File: config.mk
export PLATFORM = sky130hd
export DESIGN_NAME = entity_scanner
export DESIGN_NICKNAME = d
export VERILOG_FILES = /design/src/rtl/entity_pkg.sv /design/src/rtl/entity_scanner.sv
export SDC_FILE = /design/constraint.sdc
export NUM_CORES = 1
export LEC_CHECK = 0
export ABC_CLOCK_PERIOD_IN_PS = 3050
export CAP_MARGIN = 5
export CELL_PAD_IN_SITES_DETAIL_PLACEMENT = 1
export CELL_PAD_IN_SITES_GLOBAL_PLACEMENT = 1
export CORE_ASPECT_RATIO = 2
export CORE_UTILIZATION = 25
export CTS_BUF_LIST = sky130_fd_sc_hd__clkbuf_16
export CTS_CLUSTER_DIAMETER = 150
export DETAILED_ROUTE_END_ITERATION = 10
export GPL_TIMING_DRIVEN = 1
export HOLD_SLACK_MARGIN = 0.02
export PLACE_DENSITY = 0.65
export SLEW_MARGIN = 20
export SYNTH_ARGS = -nofsm -noshare
export SYNTH_HDL_FRONTEND = slang
export SYNTH_SLANG_ARGS = --single-unit
File: constraint.sdc
create_clock -name CLOCK_50 -period 3.05 [get_ports CLOCK_50]
set_input_delay 0.915 -clock CLOCK_50 [delete_from_list [all_inputs] [get_ports CLOCK_50]]
set_output_delay 0.915 -clock CLOCK_50 [all_outputs]
set_load 0.02 [all_outputs]
File: src/rtl/entity_pkg.sv
// Shared types and sizing for the entity file read path and the sprite feeder.
package entity_pkg;

  localparam int ENTITY_SLOTS = 4;
  localparam int ADDR_W       = 2;
  localparam int ID_W         = 2;
  localparam int POS_W        = 9;
  localparam int IDX_W        = 3;

  // Field order matches the 20-bit entity-file word: id in the top bits, then x, then y.
  typedef struct packed {
    logic [ID_W-1:0]  id;
    logic [POS_W-1:0] x;
    logic [POS_W-1:0] y;
  } entity_t;

  typedef enum logic [1:0] {
    IDLE,
    FETCH,
    PRESENT,
    WAIT_DONE
  } scan_state_t;

  function automatic logic [IDX_W-1:0] clamp_limit(input logic [IDX_W-1:0] stop);
    return (stop > IDX_W'(ENTITY_SLOTS)) ? IDX_W'(ENTITY_SLOTS) : stop;
  endfunction

endpackage

File: src/rtl/entity_scanner.sv
// Walks the entity file once per frame and feeds each entity to the sprite drawer,
// waiting for the drawer to finish one sprite before fetching the next.
//
// state     | meaning
// IDLE      | waiting for FRAME_START
// FETCH     | RE high for one cycle, read data captured at the end of it
// PRESENT   | DRAW_VALID high until DRAW_READY is seen on an edge
// WAIT_DONE | drawer busy; DRAW_DONE advances to the next slot or ends the frame
module entity_scanner
  import entity_pkg::*;
(
  input  logic              CLOCK_50,
  input  logic              RESET_H,
  input  logic              FRAME_START,
  input  logic [IDX_W-1:0]  STOP_ADDRESS,
  output logic [ADDR_W-1:0] ADDRESS,
  output logic              RE,
  input  logic [ID_W-1:0]   SPRITE_ID,
  input  logic [POS_W-1:0]  TARGET_X,
  input  logic [POS_W-1:0]  TARGET_Y,
  output logic              DRAW_VALID,
  input  logic              DRAW_READY,
  output logic [ID_W-1:0]   DRAW_SPRITE_ID,
  output logic [POS_W-1:0]  DRAW_X,
  output logic [POS_W-1:0]  DRAW_Y,
  input  logic              DRAW_DONE,
  output logic              BUSY,
  output logic              FRAME_DONE,
  output logic              OVERRUN
);

  scan_state_t      state_q, state_d;
  logic [IDX_W-1:0] idx_q, idx_d;
  logic [IDX_W-1:0] limit_q, limit_d;
  entity_t          draw_q, draw_d;
  logic             frame_done_q, frame_done_d;
  logic             overrun_q, overrun_d;
  logic [IDX_W-1:0] start_limit;
  logic [IDX_W-1:0] idx_next;

  assign start_limit = clamp_limit(STOP_ADDRESS);
  assign idx_next    = idx_q + IDX_W'(1);

  always_ff @(posedge CLOCK_50) begin
    if (RESET_H) begin
      state_q      <= IDLE;
      idx_q        <= '0;
      limit_q      <= '0;
      draw_q       <= '0;
      frame_done_q <= 1'b0;
      overrun_q    <= 1'b0;
    end else begin
      state_q      <= state_d;
      idx_q        <= idx_d;
      limit_q      <= limit_d;
      draw_q       <= draw_d;
      frame_done_q <= frame_done_d;
      overrun_q    <= overrun_d;
    end
  end

  always_comb begin
    state_d      = state_q;
    idx_d        = idx_q;
    limit_d      = limit_q;
    draw_d       = draw_q;
    frame_done_d = 1'b0;
    overrun_d    = overrun_q;

    // A new frame request while scanning is dropped but remembered until reset.
    if (FRAME_START && (state_q != IDLE)) begin
      overrun_d = 1'b1;
    end

    case (state_q)
      IDLE: begin
        if (FRAME_START) begin
          limit_d = start_limit;
          if (start_limit == '0) begin
            frame_done_d = 1'b1;
          end else begin
            idx_d   = '0;
            state_d = FETCH;
          end
        end
      end
      FETCH: begin
        draw_d.id = SPRITE_ID;
        draw_d.x  = TARGET_X;
        draw_d.y  = TARGET_Y;
        state_d   = PRESENT;
      end
      PRESENT: begin
        if (DRAW_READY) begin
          state_d = WAIT_DONE;
        end
      end
      WAIT_DONE: begin
        if (DRAW_DONE) begin
          if (idx_next == limit_q) begin
            frame_done_d = 1'b1;
            state_d      = IDLE;
          end else begin
            idx_d   = idx_next;
            state_d = FETCH;
          end
        end
      end
      default: state_d = IDLE;
    endcase
  end

  assign ADDRESS        = idx_q[ADDR_W-1:0];
  assign RE             = (state_q == FETCH);
  assign DRAW_VALID     = (state_q == PRESENT);
  assign BUSY           = (state_q != IDLE);
  assign DRAW_SPRITE_ID = draw_q.id;
  assign DRAW_X         = draw_q.x;
  assign DRAW_Y         = draw_q.y;
  assign FRAME_DONE     = frame_done_q;
  assign OVERRUN        = overrun_q;

endmodule

---- Word level (Yosys, flattened, before mapping) ----
Cells that the tools add are included.
storage, ports and cells
  bits of input ports ..................... 28
  output and inout port bits .............. 27
  bits in registers ....................... 30
operators by class
  mux-type cells .......................... 17
  magnitude comparators ................... 1
  add/sub/neg operators ................... 1
  equal/unequal tests ..................... 9
  reduce and logical (&&, ||, !) cells .... 8
operator list
  kind                 count
  $mux 3               5
  $mux 2               4
  $ne 2x2->1 const B   4
  $pmux 2 s4           1
  $pmux 3 s2           1
  $mux 1               5
  $reduce_and 5->1     1
  $eq 2x2->1 const B   2
  $reduce_and 4->1     1
  $reduce_bool 2->1    2
  $add 3x1->3 const B  1
  $eq 3x3->1           1
  $gt 3x3->1 const B   1
  $logic_not 3->1      1
  $eq 2x1->1 const B   1
  $logic_not 2->1      1
  $ne 2x1->1 const B   1
  $pmux 1 s2           1
  $reduce_and 2->1     1
  $logic_and 1x1->1    1

---- Longest topological paths before layout ----
  depth in word-level cells ............... 6
  depth in mapped cells ................... 6
  mapped depth without buffers ............ 6

---- Least setup slack after synthesis ----
No wires, ideal clock.
  path type ............................... in2reg
  from .................................... in DRAW_DONE
  to ...................................... reg state_q[0]
  cell stages on the path ................. 4
  required time ........................... 2.979 ns
  setup slack ............................. 1.144 ns
  arrival time ............................ 1.835 ns
  buffers on the path ..................... 0
  cells stage by stage .................... inv_1 > a222oi_1 > mux2_2 > a21oi_1
on the way
  word-level cells in the longest chain between the ends .. 2
ends and longest elaborated chain
  item                               line                  RTL
  start, declared                    entity_scanner.sv:26  input logic DRAW_DONE,
  $ne 2x2->1 (no source line)        -
  $reduce_and 4->1 (no source line)  -
  end signal, assigned               entity_scanner.sv:53  state_q <= state_d;
  end, declared                      entity_scanner.sv:32  scan_state_t state_q, state_d;
Every way passes these cells.
A chain may end at the register's enable or synchronous reset.

---- Final worst setup path ----
  from .................................... reg state_q[0]
  to ...................................... out BUSY
on the way
  word-level cells in the longest chain between the ends .. 1
ends and longest elaborated chain
  item               line                   RTL
  $reduce_bool 2->1  entity_scanner.sv:116  assign BUSY = (state_q != IDLE);
  end, declared      entity_scanner.sv:27   output logic BUSY,
Every way passes these cells.

==> results.yml <==
placed_design:
  hpwl_um: 2858
  placed_cell_area_um2: 1909
  routabilityCongestion: 0.6979
  port-buffer-count: 54
  preCtsSetupSlack_ps: 392.5
synthesis:
  synthTopCellsByCount: "dfxtp_1, nor2_1, mux2i_1"
  synth_most_common_cell: "dfxtp_1"
  syn_area_per_cell_um2: 10.00
  ys_async_sr_fraction_pct: 0
  yosysSeqAreaShare_pct: 45.85
  synth_edf_count: 0
  syn_area_um2: 1310
  synth.distinct_cells: 31
  synth_top_area_share_pct: 45.85
  netlist_instances: 131
  synth_seq_cells: 30
  syn-num-nets: 165
  synth.area.top_cells: "dfxtp_1, mux2i_1, nor2_1"
  ys.warnings.count: 0
  yosys.area.top_type: "dfxtp_1"
  ys.flop_type: "dfxtp_1"
floorplan:
  pin_count: 55
  rows: 37
  die_w_um: 53.19
  start_util_pct: 25.72
  core_area_um2: 5092
  die_y_um: 104.4
  die_area_um2: 5551
routing:
  drt-initial-drc-count: 11
  first_pass_iters: 4
  viasPerCell: 4.591
  drc: 0
  routedWlPerCell_um: 14.40
  ant_nets: 0
  route.vias.total: 1134
  routed_wirelength_um: 3558
critical_path:
  max_stage_delay_ps: 600
  crit_top_cell: "inv_1"
  crit_type: "flop to primary output"
  worst-endpoint-required_ps: 2130
  crit_arrival_ps: 1720
  slowest_stage: "clkdlybuf4s50_1"
  r2r_slack_ps: 1130
  r2r-end: "state_q[0]"
  r2r-start: "state_q[0]"
  r2r_cells: 6
  endpoint_kind: "primary output"
  worstPathCellList: "inv_1 -> ha_1 -> inv_1 -> clkdlybuf4s50_1"
  critPathLaunchType: "flop"
  path_max_fanout: 5
clocking:
  cts_setup_buffers: 0
  htreeDepth: 2
  clock_latency_ps: 270
  cts_tree: "built"
  cts_hold_buf: 0
  clkTransAtPathRegs_ps: 50
  ctsResizeCount: 0
  cts-root-buf: "clkbuf_16"
  cts_made_buffers: 5
  clock_path_buffers: 2
  cts_sinks: 30
timing:
  tightest_slew_ps: 523.5
  fin_tns_setup_ps: 0
  finalWorstSetupSlack_ps: 410.7
  finClkSkew_ps: 2.300
  drv_slew: 0
  clock.fmax_ghz: 0.3789
  period_share_pct: 86.54
  whs_ps: 473.9
  setup_violations: 0
  hold_viol: 0
  period_needed_ps: 2639
  slew_headroom_pct: 64.80
  rsz0062_at_grt: "false"
min_path:
  min-delay-start: "limit_q[2]"
  hold_path_depth: 2
  hold_path.class: "flop to flop"
  hold_end: "limit_q[2]"
cells_and_area:
  seq_area_um2: 600.6
  fillCellCount: 601
  antenna-diode-count: 0
  design_area_um2: 2047
  syn2layout_area_growth_pct: 56.26
  multiInputGateArea_um2: 654.4
  finalNetCount: 222
  drive_gt1_share_pct: 7.407
run:
  maxCapViolCount: 0
pwr:
  power_leakage_nw: 0.7961
  power_per_cell_area_nw_per_um2: 856.3
  vdd_drop_max_mv: 0.4680
grt:
  antenna_found_initial: 0
  grt_pass1_vias: 1277
  grt.total_usage_pct: 14.00
  grt_first_pass_wirelength_um: 5609
  gr-total-overflow: 0
  grt_max_degree: 31
outcome:
  outcome: "finished clean"
==> through the flow <==
| step | util (%) | cells | total power, mW |
|---|---|---|---|
| after floorplan | - | 131 | 1.006 |
| after global placement | 37.49 | 239 | 1.287 |
| after detailed placement | 37.49 | 239 | 1.320 |
| after CTS | 40.20 | 247 | 1.789 |
| after global routing | 40.20 | 247 | 1.863 |
| final | 40.20 | 247 | 1.753 |
==> state kept, by name (all words and copies together), names as in the netlist <==
signal,cells
DRAW_SPRITE_ID,2
DRAW_X,9
DRAW_Y,9
FRAME_DONE,1
OVERRUN,1
idx_q,3
limit_q,3
state_q,2
==> power breakdown <==
part / leakage, nW / internal [mW] / switching (mW)
sequential: 0.245 / 0.477 / 0.0519
combinational: 0.479 / 0.372 / 0.398
clock: 0.0724 / 0.294 / 0.160
total: 0.796 / 1.14 / 0.610
==> layout by cell type (no fill, tap or decap), drive strengths merged, types with 2 or more instances in the layout <==
cell and n:
nor3b 2, o21ai 2, ha 6, buf 3, nand2 3, nand3b 2
dfxtp 30, a21oi 8, nor4 2, clkbuf 5, a31oi 2, inv 6
clkinv 2, mux2i 21, nor2 25, clkdlybuf4s50 54, nor3 2
==> metal layers <==
metal	track usage (%)	share of wire [%]
met1	12.35	35
met2	27.31	60
met3	4.825	4.4
met4	3.947	0.62
met5	0	0
==> layout make-up <==
| type | count | share of cell area (%) |
|---|---|---|
| Tap cell | 58 | 3.545 |
| Timing Repair Buffer | 57 | 27.51 |
| Clock buffer | 5 | 6.112 |
| Inverter | 5 | 0.9169 |
| Multi-Input combinational cell | 89 | 31.97 |
| Clock inverter | 3 | 0.6112 |
| Sequential cell | 30 | 29.34 |
==> worst max-delay path: cells and delay by family (launching register included) <==
family / cells / cell delay [ps]
buf+inv: 3 / 810
fa+ha+maj: 1 / 250
flops: 1 / 390
==> how the worst max path moves through the flow <==
| stage | from | end | slack, ps | cells after the start |
|---|---|---|---|---|
| floorplan | DRAW_DONE | state_q[0] | 1140 | 4 |
| global placement | STOP_ADDRESS[2] | state_q[0] | 470 | 5 |
| detailed placement | STOP_ADDRESS[2] | state_q[0] | 390 | 5 |
| CTS | state_q[0] | BUSY | 380 | 4 |
| global route | state_q[0] | BUSY | 300 | 4 |
| finish | state_q[0] | BUSY | 410 | 4 |
==> cells by family after synthesis <==
| kind of cell | Yosys count | synth area share (%) |
|---|---|---|
| compound gates | 18 | 8.883 |
| mux | 22 | 16.91 |
| xor+xnor | 3 | 3.247 |
| fa+ha+maj | 6 | 5.731 |
| simple gates | 40 | 15.19 |
| buf+inv | 12 | 4.202 |
| flops | 30 | 45.85 |
(Power assumes the default switching activity.)
